**src/rtl/debounce_edge_if.sv**
```systemverilog
// Signal bundle between the bouncy source and the debounced consumer.
// raw_in travels toward the debouncer; the conditioned level, edge pulses
// and qualification status travel back.
interface debounce_edge_if;
  logic raw_in;
  logic clean_out;
  logic rise_pulse;
  logic fall_pulse;
  logic busy;

  // Source side: drives the raw input, observes the conditioned outputs.
  modport master (
    output raw_in,
    input  clean_out, rise_pulse, fall_pulse, busy
  );

  // Debouncer side.
  modport slave (
    input  raw_in,
    output clean_out, rise_pulse, fall_pulse, busy
  );
endinterface

```
**src/rtl/debounce_edge.sv**
```systemverilog
// Debouncer for an asynchronous bouncy input: 2-flop synchroniser, a
// stability counter that must see STABLE_COUNT consecutive disagreeing
// samples before the clean level follows, and registered one-cycle
// rise/fall pulses at each accepted change.
module debounce_edge #(
  parameter int CNT_WIDTH    = 4,
  parameter int STABLE_COUNT = 10   // 2 .. 2**CNT_WIDTH
) (
  input  logic            clock,
  input  logic            clearb,
  debounce_edge_if.slave  bus
);

  // Terminal count; STABLE_COUNT-1 always fits in CNT_WIDTH bits.
  localparam logic [CNT_WIDTH-1:0] LAST = CNT_WIDTH'(STABLE_COUNT - 1);

  logic                 sync1_q, sync2_q;
  logic [CNT_WIDTH-1:0] cnt_q, cnt_d;
  logic                 clean_q, clean_d;
  logic                 rise_q, rise_d;
  logic                 fall_q, fall_d;

  // Qualify a candidate change: count while sync2 disagrees with the clean
  // level, drop the partial count the moment it agrees again, and commit
  // (with a pulse) on the STABLE_COUNT-th consecutive disagreement.
  always_comb begin
    cnt_d   = '0;
    clean_d = clean_q;
    rise_d  = 1'b0;
    fall_d  = 1'b0;
    if (sync2_q != clean_q) begin
      if (cnt_q == LAST) begin
        clean_d = sync2_q;
        rise_d  = sync2_q;
        fall_d  = ~sync2_q;
      end else begin
        cnt_d = cnt_q + CNT_WIDTH'(1);
      end
    end
  end

  // State registers; reset clears everything, so it never produces a pulse.
  always_ff @(posedge clock) begin
    if (!clearb) begin
      sync1_q <= 1'b0;
      sync2_q <= 1'b0;
      cnt_q   <= '0;
      clean_q <= 1'b0;
      rise_q  <= 1'b0;
      fall_q  <= 1'b0;
    end else begin
      sync1_q <= bus.raw_in;
      sync2_q <= sync1_q;
      cnt_q   <= cnt_d;
      clean_q <= clean_d;
      rise_q  <= rise_d;
      fall_q  <= fall_d;
    end
  end

  assign bus.clean_out  = clean_q;
  assign bus.rise_pulse = rise_q;
  assign bus.fall_pulse = fall_q;
  assign bus.busy       = (cnt_q != '0);

endmodule

```
**src/flat_wrapper.sv**
```systemverilog
// flat-port wrapper written by rule: the top's interface ports become plain ports
module debounce_edge_flat 
#(
  parameter int CNT_WIDTH    = 4,
  parameter int STABLE_COUNT = 10                       
)
  (clock, clearb, bus_raw_in, bus_clean_out, bus_rise_pulse, bus_fall_pulse, bus_busy);
  debounce_edge_if bus_i ();
  input  logic clock;
  input  logic clearb;
  input wire logic [$bits(bus_i.raw_in)-1:0] bus_raw_in;
  output wire logic [$bits(bus_i.clean_out)-1:0] bus_clean_out;
  output wire logic [$bits(bus_i.rise_pulse)-1:0] bus_rise_pulse;
  output wire logic [$bits(bus_i.fall_pulse)-1:0] bus_fall_pulse;
  output wire logic [$bits(bus_i.busy)-1:0] bus_busy;
  assign bus_i.raw_in = bus_raw_in;
  assign bus_clean_out = bus_i.clean_out;
  assign bus_rise_pulse = bus_i.rise_pulse;
  assign bus_fall_pulse = bus_i.fall_pulse;
  assign bus_busy = bus_i.busy;
  debounce_edge #(.CNT_WIDTH(CNT_WIDTH), .STABLE_COUNT(STABLE_COUNT)) u_core (.clock(clock), .clearb(clearb), .bus(bus_i));
endmodule
```
**config.mk**
```make
export PLATFORM = sky130hd
export DESIGN_NAME = debounce_edge_flat
export DESIGN_NICKNAME = d
export VERILOG_FILES = /design/src/rtl/debounce_edge_if.sv /design/src/rtl/debounce_edge.sv /design/src/flat_wrapper.sv
export SDC_FILE = /design/constraint.sdc
export NUM_CORES = 1
export LEC_CHECK = 0
export CAP_MARGIN = 20
export CORE_AREA = 4 4 41 43
export CTS_CLUSTER_DIAMETER = 150
export CTS_CLUSTER_SIZE = 8
export DETAILED_ROUTE_END_ITERATION = 6
export DIE_AREA = 0 0 45 47
export HOLD_SLACK_MARGIN = 0.15
export PLACE_DENSITY = 0.52
export RECOVER_POWER = 25
export SLEW_MARGIN = 5
export SYNTH_ARGS = -nofsm -noshare
export SYNTH_HDL_FRONTEND = slang
export SYNTH_SLANG_ARGS = --single-unit
```
**constraint.sdc**
```tcl
create_clock -name clock -period 1.7 [get_ports clock]
set_clock_uncertainty 0.2 [all_clocks]
set_input_delay 0.34 -clock clock [delete_from_list [all_inputs] [get_ports clock]]
set_output_delay 0.34 -clock clock [all_outputs]
set_load 0.01 [all_outputs]
```
## Yosys cells after proc, flatten, opt, wreduce, memory -nomap -nowiden

Index checks and enable logic that the tools add are counted.

- Register bits after elaboration: 9
- Input bits: 3
- Word-level logic and storage cells: 16
- Output and inout port bits: 4

- Reductions and logical operators: 4
- Eq/ne operators: 2
- Bitwise logic cells: 3
- $add $sub $neg: 1

Operators by type and width:

| kind | count |
|---|---|
| adder 4 x 1 -> 4 bit (second input constant) | 1 |
| equality test 4 bit (second input constant) | 1 |
| nonzero test 4 bit | 1 |
| inverter 1 bit | 3 |
| AND reduction 3 bit | 1 |
| OR reduction 3 bit | 1 |
| AND reduction 2 bit | 1 |
| inequality test 1 bit | 1 |

## Longest topological paths before layout

Gate-level depths: netlist of run 1.

- Depth in word-level cells: 3
- Gate-level depth with buffers: 5
- Mapped depth without buffers: 5

## Worst setup path before layout of run 1

Ideal clock, no wire load.

- Path type: register -> output
- Start point: register u_core.cnt_q[0]
- End point: output bus_busy
- Required time: 1.160 ns
- Setup slack: 0.472 ns
- Arrival: 0.688 ns
- Buffers on the path: 0
- Cell stages (with the launch flop): 4
- Path through: dfxtp_1 inv_1 ha_1 nand2_1

- Cells in the longest elaborated chain, start to end: 1

RTL lines:

| item | line | source |
|---|---|---|
| start, declared | debounce_edge.sv:18 | `logic [CNT_WIDTH-1:0] cnt_q, cnt_d;` |
| start signal, assigned | debounce_edge.sv:54 | `cnt_q <= cnt_d;` |
| nonzero test 4 bit | debounce_edge.sv:64 | `assign bus.busy = (cnt_q != '0);` |
| end, declared | flat_wrapper.sv:15 | `output wire logic [$bits(bus_i.busy)-1:0] bus_busy;` |

Every way passes these cells.

## Final worst setup path of run 1

- Start point: register u_core.fall_q, in the netlist u_core.bus.fall_pulse
- End point: output bus_fall_pulse

RTL lines:

| item | line | source |
|---|---|---|
| start, declared | debounce_edge.sv:21 | `logic fall_q, fall_d;` |
| start signal, assigned | debounce_edge.sv:57 | `fall_q <= fall_d;` |
| end, declared | flat_wrapper.sv:14 | `output wire logic [$bits(bus_i.fall_pulse)-1:0] bus_fall_pulse;` |

No word-level cell between the ends.

==> reports/metrics.yaml, run 1 <==
finish:
  finish.utilization_pct: 37.1
  drive_gt1_share_pct: 19.1
  syn_to_final_growth_pct: 32.2
  fin_nets: 54
  n_antenna_cell: 0
critical_path:
  cpPeakStageDelay_ns: 0.53
  critPathLaunchType: "flop"
  worstSetupPathType: "flop to primary output"
  cp-end-kind: "primary output"
  crit_family: "buffers and inverters"
  crit_slowest_cell: "clkdlybuf4s50_1"
  cp_num_buf_inv: 1
  worstPathMaxFanout: 1
  reg2reg_depth: 5
  crit_arrival_ns: 1.10
  worstSetupPathDepth: 1
  crit_path_cell_trace: "clkdlybuf4s50_1"
  cp.required_ns: 1.16
die:
  io_pins: 7
  die-area_um2: 2120
  die_w_um: 45
  fp-row-count: 13
  die-height_um: 47
  initial_core_util_pct: 28.1
  fp.coreArea_um2: 1300
global_routing:
  grt-ovfl-total: 0
  grt_pass1_wl_um: 1010
  antenna_found_initial: 0
  track_usage_pct: 7.53
  grt_pass1_vias: 258
  grt_max_degree: 6
logic_synthesis:
  yosysSeqAreaShare_pct: 49.3
  synth-edff-count: 0
  syn-num-nets: 40
  yosys.area.top_type_share_pct: 49.3
  synth.most_common_cell: "dfxtp_1"
  yosys_warnings: 0
  synth_area_leaders: "dfxtp_1 (49%), ha_1 (10%), nand3b_4 (5.5%)"
  synth_top_cell_by_area: "dfxtp_1"
  async_reset_ff_share_pct: 0
  synth_area_per_cell_um2: 10.7
  synth_cells: 34
  ys_seq_elements: 9
  ys_top_cells_by_count: "dfxtp_1 (9), nor2_1 (5), ha_1 (3), inv_1 (3)"
  synth_ff_type: "dfxtp_1"
  syn-cell-area_um2: 365
  synth_cell_types: 15
timing:
  relSlewSlack_pct: 88.5
  setup_viol: 0
  rsz0062_at_grt: "false"
  fin_crit_ns: 1.64
  fin_setup_tns_ns: 0
  drv_slew: 0
  final.period_utilization_pct: 96.7
  tightestPinTransition_ns: 0.173
  max_clock_freq_mhz: 608
  hold_viol: 0
  setup_ws_ns: 0.0562
drt:
  ant_nets: 0
  vias: 261
  dr.first_iter.drc_count: 6
  wl_per_cell_um: 9.81
  post-route-drc-count: 0
  via_per_inst: 4.21
  drt_pass1_iterations: 4
  routed_wl_um: 608
cts:
  h-tree-depth: 1
  insertion_delay_ns: 0.27
  clk_path_buf_depth: 2
  cts-root-buf: "clkbuf_4"
  hold_buffers: 0
  clkTransAtPathRegs_ns: 0.06
  tritoncts: "built"
  cts_buffers: 3
  clock-sinks: 9
run:
  drv_cap: 0
pwr:
  p_leak_uw: 0.000242
  powerDensity_nw_per_um2: 834
  total_power_uw: 403
  peakVddDrop_mv: 0.320
place:
  place_hpwl_um: 455
  place_ws_ns: 0.0383
  port_buffers: 6
  gp_congestion: 0.779
min_path:
  hold_class: "flop to flop"
  hold_path_depth: 1
outcome:
  status: "finished clean"
[timing repair]
action | in CTS | in global routing
pin swaps | 0 | 0
buffers inserted | 0 | 0
setup endpoints to repair | 2 | 1
gates resized for setup | 3 | 2
[state kept, by name, indices dropped and copies added, names as in the netlist]
name / count
u_core.bus.clean_out: 1
u_core.bus.fall_pulse: 1
u_core.bus.rise_pulse: 1
u_core.cnt_q: 4
u_core.sync1_q: 1
u_core.sync2_q: 1
[metrics by stage]
stage,hold slack (ns),instance area (um2),cells
2_1_floorplan,0.212,365,34
3_3_place_gp,0.215,467,58
4_1_cts,0.237,492,62
6_report,0.237,483,62
3_5_place_dp,0.223,467,58
5_1_grt,0.273,483,62
[logic make-up (layout without fill, tap and decap cells)]
group                      after synthesis  count (layout)  share of synthesized area [%]
buffers and inverters                    3              16                           3.08
DFF                                      9               9                           49.3
muxes                                    1               1                           2.74
adders and majority gates                3               3                           10.3
xor gates and xnor gates                 3               3                           7.19
and+or+nand+nor                         15              15                           27.4
[path summary, 6_finish.rpt]
path | from | end | slack, ns
min reg2reg | u_core.sync1_q | u_core.sync2_q | 0.24
max reg2reg | u_core.cnt_q[0] | u_core.cnt_q[2] | 0.37
max | u_core.bus.fall_pulse | bus_fall_pulse | 0.06
min | u_core.sync1_q | u_core.sync2_q | 0.24
[area by class of cell]
class | count | area, um2
multi-input combinational | 22 | 169
timing repair buffer | 9 | 76.3
sequential | 9 | 181
inverter | 3 | 11.3
tap | 15 | 18.8
clock buffer | 4 | 26.3
fill | 136 | 818
[layer usage]
layer	wire, um	share of wire, %	global-route usage, %
met3	52	8.6	3.45
met4	30	4.9	10.5
met5	0	0	0
met2	263	43	9.60
met1	262	43	7.80
[cells in the final DEF (no fill, tap or decap), drive strengths merged]
cell / n
nor2b: 1
xnor2: 1
nand3b: 1
dfxtp: 9
and2: 2
ha: 3
dlygate4sd3: 1
nand2: 1
clkbuf: 5
dlygate4sd2: 1
xor2: 2
nand3: 2
mux2i: 1
nor3b: 2
buf: 3
inv: 3
nor2: 5
nand4b: 1
clkdlybuf4s50: 3
[power breakdown]
group / internal (uW) / switching (uW) / total (uW)
clock network: 90.9 / 82.3 / 173
registers: 214 / 1.56 / 215
logic: 8.21 / 5.98 / 14.2
total: 313 / 89.8 / 403
Note: power is estimated with default switching activity, not from simulation.
==> run 2: changes to the inputs <==
--- a/config.mk
+++ b/config.mk
@@ -11,6 +11,7 @@
 export CTS_CLUSTER_SIZE = 8
 export DETAILED_ROUTE_END_ITERATION = 6
 export DIE_AREA = 0 0 45 47
+export GPL_ROUTABILITY_DRIVEN = 0
 export HOLD_SLACK_MARGIN = 0.15
 export PLACE_DENSITY = 0.52
 export RECOVER_POWER = 25
==> results of run 2 <==
Final layout, timing and power as in run 1 (identical DEF).
